$ cat src/rtl/trace_pkg.sv
// trace_pkg: shared constants, width encoding and state type for TPIU frame sync
package trace_pkg;
    localparam logic [31:0] TPIU_FULL_SYNC = 32'h7FFFFFFF;
    localparam logic [15:0] TPIU_HALF_SYNC = 16'h7FFF;
    localparam int FRAME_BITS = 128;
    localparam logic [1:0] W_1BIT = 2'd0;
    localparam logic [1:0] W_2BIT = 2'd1;
    localparam logic [1:0] W_4BIT = 2'd2;
    typedef enum logic {UNSYNC, SYNCED} state_t;
    function automatic logic [2:0] nbits(input logic [1:0] w);
        return w == W_1BIT ? 3'd1 : w == W_2BIT ? 3'd2 : 3'd4;
    endfunction
endpackage

$ cat src/rtl/trace_frame_sync_if.sv
// trace_frame_sync_if: valid/ready frame stream towards the packet consumer
interface trace_frame_sync_if;
    logic [127:0] frame;
    logic frame_valid;
    logic frame_ready;
    modport master(output frame, frame_valid, input frame_ready);
    modport slave(input frame, frame_valid, output frame_ready);
endinterface

$ cat src/rtl/trace_sync_window.sv
// trace_sync_window: 32-bit sliding bit window with full-sync comparator
module trace_sync_window
    import trace_pkg::*;
(
    input  logic       clk,
    input  logic       rst,
    input  logic [1:0] width,
    input  logic [3:0] din,
    input  logic       din_valid,
    input  logic       clr,
    output logic       match
);
    logic [31:0] win;
    logic [31:0] win_nxt;
    // new bits enter at the MSB so the oldest bit of the window sits at bit 0
    always_comb begin
        win_nxt = width == W_1BIT ? {din[0], win[31:1]} :
                  width == W_2BIT ? {din[1:0], win[31:2]} : {din, win[31:4]};
        match = din_valid && !clr && win_nxt == TPIU_FULL_SYNC;
    end
    // window register, cleared on width change
    always_ff @(posedge clk or negedge rst) begin
        if (!rst) win <= '0;
        else if (clr) win <= '0;
        else if (din_valid) win <= win_nxt;
    end
endmodule

$ cat src/rtl/trace_frame_sync.sv
// trace_frame_sync: locks onto TPIU sync, strips syncs and emits aligned 16-byte frames
module trace_frame_sync
    import trace_pkg::*;
#(
    parameter int TO_W = 24,
    parameter logic [TO_W-1:0] SYNC_TIMEOUT = 24'd1048575
) (
    input  logic       clk,
    input  logic       rst,
    input  logic [1:0] width,
    input  logic [3:0] din,
    input  logic       din_valid,
    trace_frame_sync_if.master fo,
    output logic       synced,
    output logic       frame_ovf,
    output logic       sync_lost
);
    state_t state, state_nxt;
    logic [6:0] bit_cnt, bc_nxt;
    logic [127:0] acc, acc_nxt, acc_w, frame_q, frame_nxt;
    logic [TO_W-1:0] to_cnt, to_nxt, to_inc;
    logic fv, fv_nxt, ovf_nxt, lost_nxt, done, width_chg, match;
    logic [1:0] width_q;
    logic [2:0] n;
    logic [3:0] mask;
    logic [7:0] post;

    trace_sync_window u_win (
        .clk(clk), .rst(rst), .width(width), .din(din),
        .din_valid(din_valid), .clr(width_chg), .match(match)
    );

    assign fo.frame = frame_q;
    assign fo.frame_valid = fv;
    assign synced = state == SYNCED;

    // next-state: sync hunting, frame assembly, timeout and output handshake
    always_comb begin
        n = nbits(width);
        mask = n == 3'd1 ? 4'h1 : n == 3'd2 ? 4'h3 : 4'hF;
        width_chg = width != width_q;
        post = {1'b0, bit_cnt} + {5'd0, n};
        acc_w = (acc & ~({124'd0, mask} << bit_cnt)) | ({124'd0, din & mask} << bit_cnt);
        to_inc = to_cnt + TO_W'(1);
        state_nxt = state;
        bc_nxt = bit_cnt;
        acc_nxt = acc;
        to_nxt = to_cnt;
        frame_nxt = frame_q;
        fv_nxt = fv & ~fo.frame_ready;
        ovf_nxt = 1'b0;
        lost_nxt = 1'b0;
        done = 1'b0;
        if (width_chg) begin
            state_nxt = UNSYNC;
            bc_nxt = '0;
            to_nxt = '0;
        end else if (din_valid) begin
            if (state == UNSYNC) begin
                if (match) begin
                    state_nxt = SYNCED;
                    bc_nxt = '0;
                    to_nxt = '0;
                end
            end else begin
                acc_nxt = acc_w;
                bc_nxt = post[6:0];
                to_nxt = to_inc;
                done = post == 8'd128;
                if (post == 8'd16 && acc_w[15:0] == TPIU_HALF_SYNC) bc_nxt = '0;
                // a re-sync on a 32-bit boundary restarts the frame; it is not an error
                if (post[4:0] == 5'd0 && match) begin
                    bc_nxt = '0;
                    to_nxt = '0;
                    done = 1'b0;
                end else if (to_inc == SYNC_TIMEOUT) begin
                    // a frame finishing on the timeout sample is still delivered
                    state_nxt = UNSYNC;
                    bc_nxt = '0;
                    to_nxt = '0;
                    lost_nxt = 1'b1;
                end
            end
        end
        if (done) begin
            if (!fv || fo.frame_ready) begin
                frame_nxt = acc_w;
                fv_nxt = 1'b1;
            end else begin
                ovf_nxt = 1'b1;
            end
        end
    end

    // state and output registers
    always_ff @(posedge clk or negedge rst) begin
        if (!rst) begin
            state <= UNSYNC;
            bit_cnt <= '0;
            acc <= '0;
            to_cnt <= '0;
            frame_q <= '0;
            fv <= 1'b0;
            frame_ovf <= 1'b0;
            sync_lost <= 1'b0;
            width_q <= '0;
        end else begin
            state <= state_nxt;
            bit_cnt <= bc_nxt;
            acc <= acc_nxt;
            to_cnt <= to_nxt;
            frame_q <= frame_nxt;
            fv <= fv_nxt;
            frame_ovf <= ovf_nxt;
            sync_lost <= lost_nxt;
            width_q <= width;
        end
    end
endmodule

$ cat src/flat_wrapper.sv
// flat-port wrapper written by rule: the top's interface ports become plain ports
module trace_frame_sync_flat import trace_pkg::*;
#(
    parameter int TO_W = 24,
    parameter logic [TO_W-1:0] SYNC_TIMEOUT = 24'd1048575
)
  (clk, rst, width, din, din_valid, synced, frame_ovf, sync_lost, fo_frame, fo_frame_valid, fo_frame_ready);
  trace_frame_sync_if fo_i ();
  input  logic clk;
  input  logic rst;
  input  logic [1:0] width;
  input  logic [3:0] din;
  input  logic din_valid;
  output logic synced;
  output logic frame_ovf;
  output logic sync_lost;
  output wire logic [$bits(fo_i.frame)-1:0] fo_frame;
  output wire logic [$bits(fo_i.frame_valid)-1:0] fo_frame_valid;
  input wire logic [$bits(fo_i.frame_ready)-1:0] fo_frame_ready;
  assign fo_frame = fo_i.frame;
  assign fo_frame_valid = fo_i.frame_valid;
  assign fo_i.frame_ready = fo_frame_ready;
  trace_frame_sync #(.TO_W(TO_W), .SYNC_TIMEOUT(SYNC_TIMEOUT)) u_core (.clk(clk), .rst(rst), .width(width), .din(din), .din_valid(din_valid), .fo(fo_i), .synced(synced), .frame_ovf(frame_ovf), .sync_lost(sync_lost));
endmodule
$ cat config.mk
export PLATFORM = sky130hd
export DESIGN_NAME = trace_frame_sync_flat
export DESIGN_NICKNAME = d
export VERILOG_FILES = /design/src/rtl/trace_pkg.sv /design/src/rtl/trace_frame_sync_if.sv /design/src/rtl/trace_sync_window.sv /design/src/rtl/trace_frame_sync.sv /design/src/flat_wrapper.sv
export SDC_FILE = /design/constraint.sdc
export NUM_CORES = 1
export LEC_CHECK = 0
export ABC_AREA = 1
export CORE_MARGIN = 3
export CORE_UTILIZATION = 55
export CTS_BUF_LIST = sky130_fd_sc_hd__clkbuf_16
export DETAILED_ROUTE_END_ITERATION = 8
export PLACE_DENSITY = 0.83
export SLEW_MARGIN = 20
export SYNTH_ARGS = -nofsm -noshare
export SYNTH_HDL_FRONTEND = slang
export SYNTH_SLANG_ARGS = --single-unit
$ cat constraint.sdc
create_clock -name clk -period 3 [get_ports clk]
set_input_delay 0.75 -clock clk [delete_from_list [all_inputs] [get_ports clk]]
set_output_delay 0.75 -clock clk [all_outputs]
set_load 0.02 [all_outputs]
-- Word level (Yosys, flattened, before mapping)
Cells that the tools add are included.
- memory bits (read-only): 0
- memories: 0
- output and inout port bits: 132
- bits in writable memories: 0
- input port bits: 10
- logic and storage cells: 84
- bits in latches: 0
- register bits: 325
- $add $sub $neg: 2
- multipliers: 0
- bitwise logic cells: 7
- equality and inequality tests: 9
- muxes and demuxes: 40
- order comparisons: 0
- reduce and logical (&&, ||, !) cells: 14
- shift operators: 2
- divide/modulo/power cells: 0
- operators by type and width (operator ; count):
    << shifter 4 x 7 -> 128 bit ; 2
    two-way mux 24 bit ; 6
    bitwise AND 128 bit ; 1
    two-way mux 32 bit ; 4
    NOT 128 bit ; 1
    bitwise OR 128 bit ; 1
    two-way mux 7 bit ; 7
    == test 32 x 31 -> 1 bit (second input constant) ; 1
    adder 24 x 1 -> 24 bit (second input constant) ; 1
    == test 24 x 20 -> 1 bit (second input constant) ; 1
    two-way mux 1 bit ; 19
    == test 16 x 15 -> 1 bit (second input constant) ; 1
    adder 7 x 3 -> 8 bit ; 1
    == test 8 x 5 -> 1 bit (second input constant) ; 1
    == test 8 bit (second input constant) ; 1
    two-way mux 4 bit ; 2
    two-way mux 3 bit ; 2
    zero test 5 bit ; 1
    bitwise AND 4 bit ; 1
    logical AND 1 bit ; 4
    AND reduction 2 bit ; 2
    == test 3 x 1 -> 1 bit (second input constant) ; 1
    == test 3 x 2 -> 1 bit (second input constant) ; 1
    AND reduction 3 bit ; 1
    other kinds (9) ; 11

-- Longest topological paths before layout
- depth in word-level cells: 18
- mapped depth: 19
- depth with buffers taken out: 18

-- Hierarchy
From an unflattened synthesis, not the netlist that was laid out.
- cell total of the unflattened synthesis: 2238
- area total of the unflattened synthesis: 16627.2 µm²
- by module, submodules not included (module ; cells an instance ; instances ; seq. area each (µm²) ; area each (µm²)):
    trace_frame_sync ; 1957 ; 1 ; 7332.0 ; 14767.9
    trace_sync_window ; 281 ; 1 ; 775.7 ; 1859.3

-- Worst setup path after synthesis
OpenSTA, ideal clock, no wires.
- path type: input -> register
- start: in width[1]
- end: reg u_core.frame_q[110] (netlist: u_core.fo.frame[110])
- required time: 2.870 ns
- path slack: -0.311 ns
- stages: 17
- data arrival time: 3.181 ns
- path buffers: 4
- setup time: 0.130 ns
- path through: buf_4 inv_4 nand2_1 buf_6 nor2_4 inv_1 fa_1 o21ai_0 nand2_1 nor2_1 nand3_1 a211oi_4 nand3_4 buf_6 buf_4 nand2_1 o21ai_1
- cells in the longest elaborated chain, start to end: 11
- elaborated cells on any way between the ends: 30
- classes of those cells: 1 x add/sub; 6 x eq/ne; 2 x shift; 10 x mux; 4 x bitwise; 7 x reduce/logical
- ends and longest elaborated chain (element ; line ; text):
    start: declaration ; flat_wrapper.sv:11 ; input logic [1:0] width;
    == test 2 x 1 -> 1 bit ; trace_pkg.sv:11, trace_sync_window.sv:18 ;
    two-way mux 3 bit or two-way mux 32 bit (tied branches) ; trace_pkg.sv:11, trace_sync_window.sv:18 ;
    two-way mux 3 bit or two-way mux 32 bit (tied branches) ; trace_pkg.sv:11, trace_sync_window.sv:17 ;
    adder 7 x 3 -> 8 bit or == test 32 x 31 -> 1 bit (tied branches) ; trace_frame_sync.sv:42, trace_sync_window.sv:19 ;
    zero test 5 bit or logical AND 1 bit (tied branches) ; trace_frame_sync.sv:72, trace_sync_window.sv:19 ;
    logical AND 1 bit ; trace_frame_sync.sv:72 ; if (post[4:0] == 5'd0 && match) begin
    two-way mux 1 bit ; trace_frame_sync.sv:72 ;
    two-way mux 1 bit ; trace_frame_sync.sv:59 ; if (state == UNSYNC) begin
    two-way mux 1 bit ; trace_frame_sync.sv:58 ; end else if (din_valid) begin
    two-way mux 1 bit ; trace_frame_sync.sv:54 ; if (width_chg) begin
    AND reduction 2 bit (no source line) ; -- ;
    end signal: assignment ; trace_frame_sync.sv:112 ; frame_q <= frame_nxt;
    end: declaration ; trace_frame_sync.sv:20 ; logic [127:0] acc, acc_nxt, acc_w, frame_q, frame_nxt;
Several ways; a longest one is shown, not always the timed one.
A chain may end at the register's enable or synchronous reset.

-- Final worst setup path
- start: in width[1]
- end: reg u_core.frame_q[4] (netlist: u_core.fo.frame[4])
The elaborated chain is that of the path after synthesis.

==> results.sh <==
export IMPL_place_hpwl_um=35800
export IMPL_multiInputGateArea_um2=7730
export IMPL_timing_final_crit_period_ns=2.89
export IMPL_hold_viol=0
export IMPL_r2r_slack_ns=0.14
export IMPL_track_usage_pct=31.2
export IMPL_p_per_area_nw_per_um2=451
export IMPL_syn_avg_cell_area_um2=7.31
export IMPL_fin_area_um2=22100
export IMPL_min_path_type="input pin to async pin"
export IMPL_synth_fa_ha_area_share_pct=0.407
export IMPL_clockRootBuffer="clkbuf_16"
export IMPL_synth_mux_area_share_pct=0
export IMPL_peakVddDrop_mv=0.317
export IMPL_core_um2=30700
export IMPL_dieArea_um2=33500
export IMPL_synth_cell_types=42
export IMPL_fin_util_pct=71.8
export IMPL_first_pass_iters=9
export IMPL_synth_edff_count=0
export IMPL_insertion_delay_ns=0.53
export IMPL_finalWirelength_um=55200
export IMPL_syn_nets=2369
export IMPL_crit_arrival_ns=3.32
export IMPL_area_growth_pct=28.2
export IMPL_finalNonFillerCells=3037
export IMPL_max_freq_mhz=347
export IMPL_grt_max_degree=191
export IMPL_status="finished, violations left"
export IMPL_finalSetupViolCount=0
export IMPL_ys_warnings_count=0
export IMPL_reg2regPathDepth=13
export IMPL_synth_ff_type="dfrtp_1"
export IMPL_cts_htree_levels=2
export IMPL_max_stage_delay_ns=0.37
export IMPL_worstMarginPinSlew_ns=0.748
export IMPL_initial_core_util_pct=56.0
export IMPL_antenna_found_initial=1
export IMPL_violations="design-rule violations"
export IMPL_placed_area_um2=20300
export IMPL_yosysSeqAreaShare_pct=47.1
export IMPL_cts_buffers=36
export IMPL_post_synth_xor_area_fraction_pct=0.552
export IMPL_synth_area_um2=17200
export IMPL_total_power_mw=9.95
export IMPL_synth_compound_area_share_pct=16.2
export IMPL_leakage_nw=9.88
export IMPL_clk_pin_slew_ns=0.06
export IMPL_io_buffers=141
export IMPL_nets=2628
export IMPL_drive_gt1_share_pct=12.4
export IMPL_ios=142
export IMPL_max_slew_margin_pct=50.1
export IMPL_grt_overflow=0
export IMPL_worstPathCellList="dlymetal6s2s_1, buf_6, inv_8, nand2_4, nor2_4, inv_2, fa_2, o21ai_2, nand2_2, nor2_4, nand3_2, a211oi_4, nand3_4, clkbuf_16, clkbuf_16, o21ai_1"
export IMPL_post_route_period_util_pct=96.2
export IMPL_place_inst=2954
export IMPL_vias=17900
export IMPL_rr_endpoint="u_core.fo.frame[4]"
export IMPL_maxCapViolCount=0
export IMPL_clock_sinks=324
export IMPL_synth_top_family_by_area="simple AND/OR/NAND/NOR gates"
export IMPL_viasPerCell=5.89
export IMPL_timing_hold_ws_ns=0.143
export IMPL_cp_data_required_time_ns=3.44
export IMPL_first_global_vias=16900
export IMPL_path_class="input pin to register"
export IMPL_detail_route_wl_per_cell_um=18.2
export IMPL_syn_inst=2354
export IMPL_start_kind="input pin"
export IMPL_grt_pass1_wl_um=85800
export IMPL_place_ws_ns=-0.576
export IMPL_drt_iter0_drc=2261
export IMPL_skew_ns=0.0225
export IMPL_ant_nets=0
export IMPL_critPathSlowestCell="fa_2"
export IMPL_routabilityCongestion=0.986
export IMPL_slew_viol_final=0
export IMPL_tns_ns=0
export IMPL_cts_tree="built"
export IMPL_rows=64
export IMPL_synth_simple_gate_area_share_pct=27.3
export IMPL_synth_async_reset_ratio_pct=100
export IMPL_crit_fanout=16
export IMPL_seqCellArea_um2=8110
export IMPL_ys_ff_latch=324
export IMPL_cts_max_path_buffers=3
export IMPL_setup_worst_path_end_class="register"
export IMPL_fillerInstances=2328
export IMPL_timing_final_ws_setup_ns=0.115
export IMPL_rr_startpoint="u_core.bit_cnt[0]"
export IMPL_dieWidth_um=183
export IMPL_die_h_um=183
export IMPL_route_detailed_drc=1
[flip-flops by register name, summed over array words and instances, names as in the netlist]
signal	flops
u_core.acc	128
u_core.bit_cnt	7
u_core.fo.frame	128
u_core.fo.frame_valid	1
u_core.frame_ovf	1
u_core.sync_lost	1
u_core.synced	1
u_core.to_cnt	24
u_core.u_win.win	31
u_core.width_q	2
[synthesized netlist by cell type, types with 4 or more instances]
cell        n  area (um^2)
inv_1     204          766
nand4_1    62          388
buf_4       6         45.0
buf_6       9          101
clkinv_1    6         22.5
ha_1        4         50.1
clkbuf_1   99          372
xor2_1      7         61.3
o21ai_1    94          470
nor3_1     11         55.1
nand3b_1    7         52.6
o21ai_0   384         1920
a21oi_1     8         40.0
o21bai_1    6         45.0
o22ai_1    29          181
nand2_1   684         2570
nor2_1    158          593
buf_1      13         48.8
nor2_2      5         31.3
dfrtp_1   324         8110
buf_2      17         85.1
nand3_1   182          911
[placed cells by master, fill, tap and decap left out, types with 8 or more instances in the layout]
master,netlist,final
nand2_1,684,676
o21ai_0,384,378
dfrtp_1,324,321
inv_1,204,207
buf_4,6,189
nand3_1,182,179
nor2_1,158,155
clkdlybuf4s50_1,0,138
o21ai_1,94,97
nand4_1,62,62
clkbuf_16,0,46
o22ai_1,29,29
buf_12,0,15
bufinv_16,0,11
nor3_1,11,10
nand2_2,2,8
clkinv_2,0,8
a21oi_1,8,8
[cell families after synthesis]
kind of cell / after synthesis
buffers and inverters: 358
AOI/OAI and AO/OA: 536
xor gates and xnor gates: 10
DFF: 324
and+or+nand+nor: 1121
adders and majority gates: 5
[worst max-delay path by stage]
stage             start             endpoint  slack, ns  cells after the start
5_1_grt        width[1]   u_core.fo.frame[4]     -0.009                     16
2_1_floorplan  width[1]   u_core.fo.frame[0]      -0.09                     17
3_3_place_gp   width[1]    u_core.bit_cnt[4]      -0.52                     18
6_report       width[1]   u_core.fo.frame[4]       0.11                     16
3_5_place_dp   width[1]   u_core.fo.frame[9]      -0.58                     16
4_1_cts        width[1]  u_core.fo.frame[34]      -0.03                     16
[final cells by class]
cell class	count	share of cell area [%]
clock buffers	36	4.08
multi-input cells	1672	35.0
diodes	1	0.0113
flip-flops and latches	324	36.7
clock inverters	29	1.96
well taps	396	2.24
repair buffers	365	16.2
inverters	214	3.70
[metal layers]
layer	vias to the layer above	wire [um]	track usage, %	part of all wire, %
met5	-	0	0	0
met4	0	1980	10.9	3.6
met3	188	5580	6.15	10
met2	1003	25900	51.1	47
met1	8446	21700	42.0	39
li1	8256	-	-	-
[report_power, final]
group	leakage, nW	switching, mW	internal (mW)
clock	0.668	1.86	3.15
combinational	4.70	0.344	0.198
sequential	4.51	0.0111	4.39
total	9.88	2.22	7.73
[what timing repair did]
item / in CTS / in global routing
gates cloned: 1 / 12
hold buffers: 0 / 0
endpoints found under the setup margin: 33 / 166
buffers inserted: 2 / 3
pin swaps: 4 / 6
gates resized for setup: 6 / 32
[worst max-delay path: cells and delay by family]
family | cells | cell delay (ns)
AOI/OAI and AO/OA | 3 | 0.70
and+or+nand+nor | 6 | 0.66
buffers and inverters | 6 | 0.82
adders and majority gates | 1 | 0.37
Note: power is estimated with default switching activity, not from simulation.
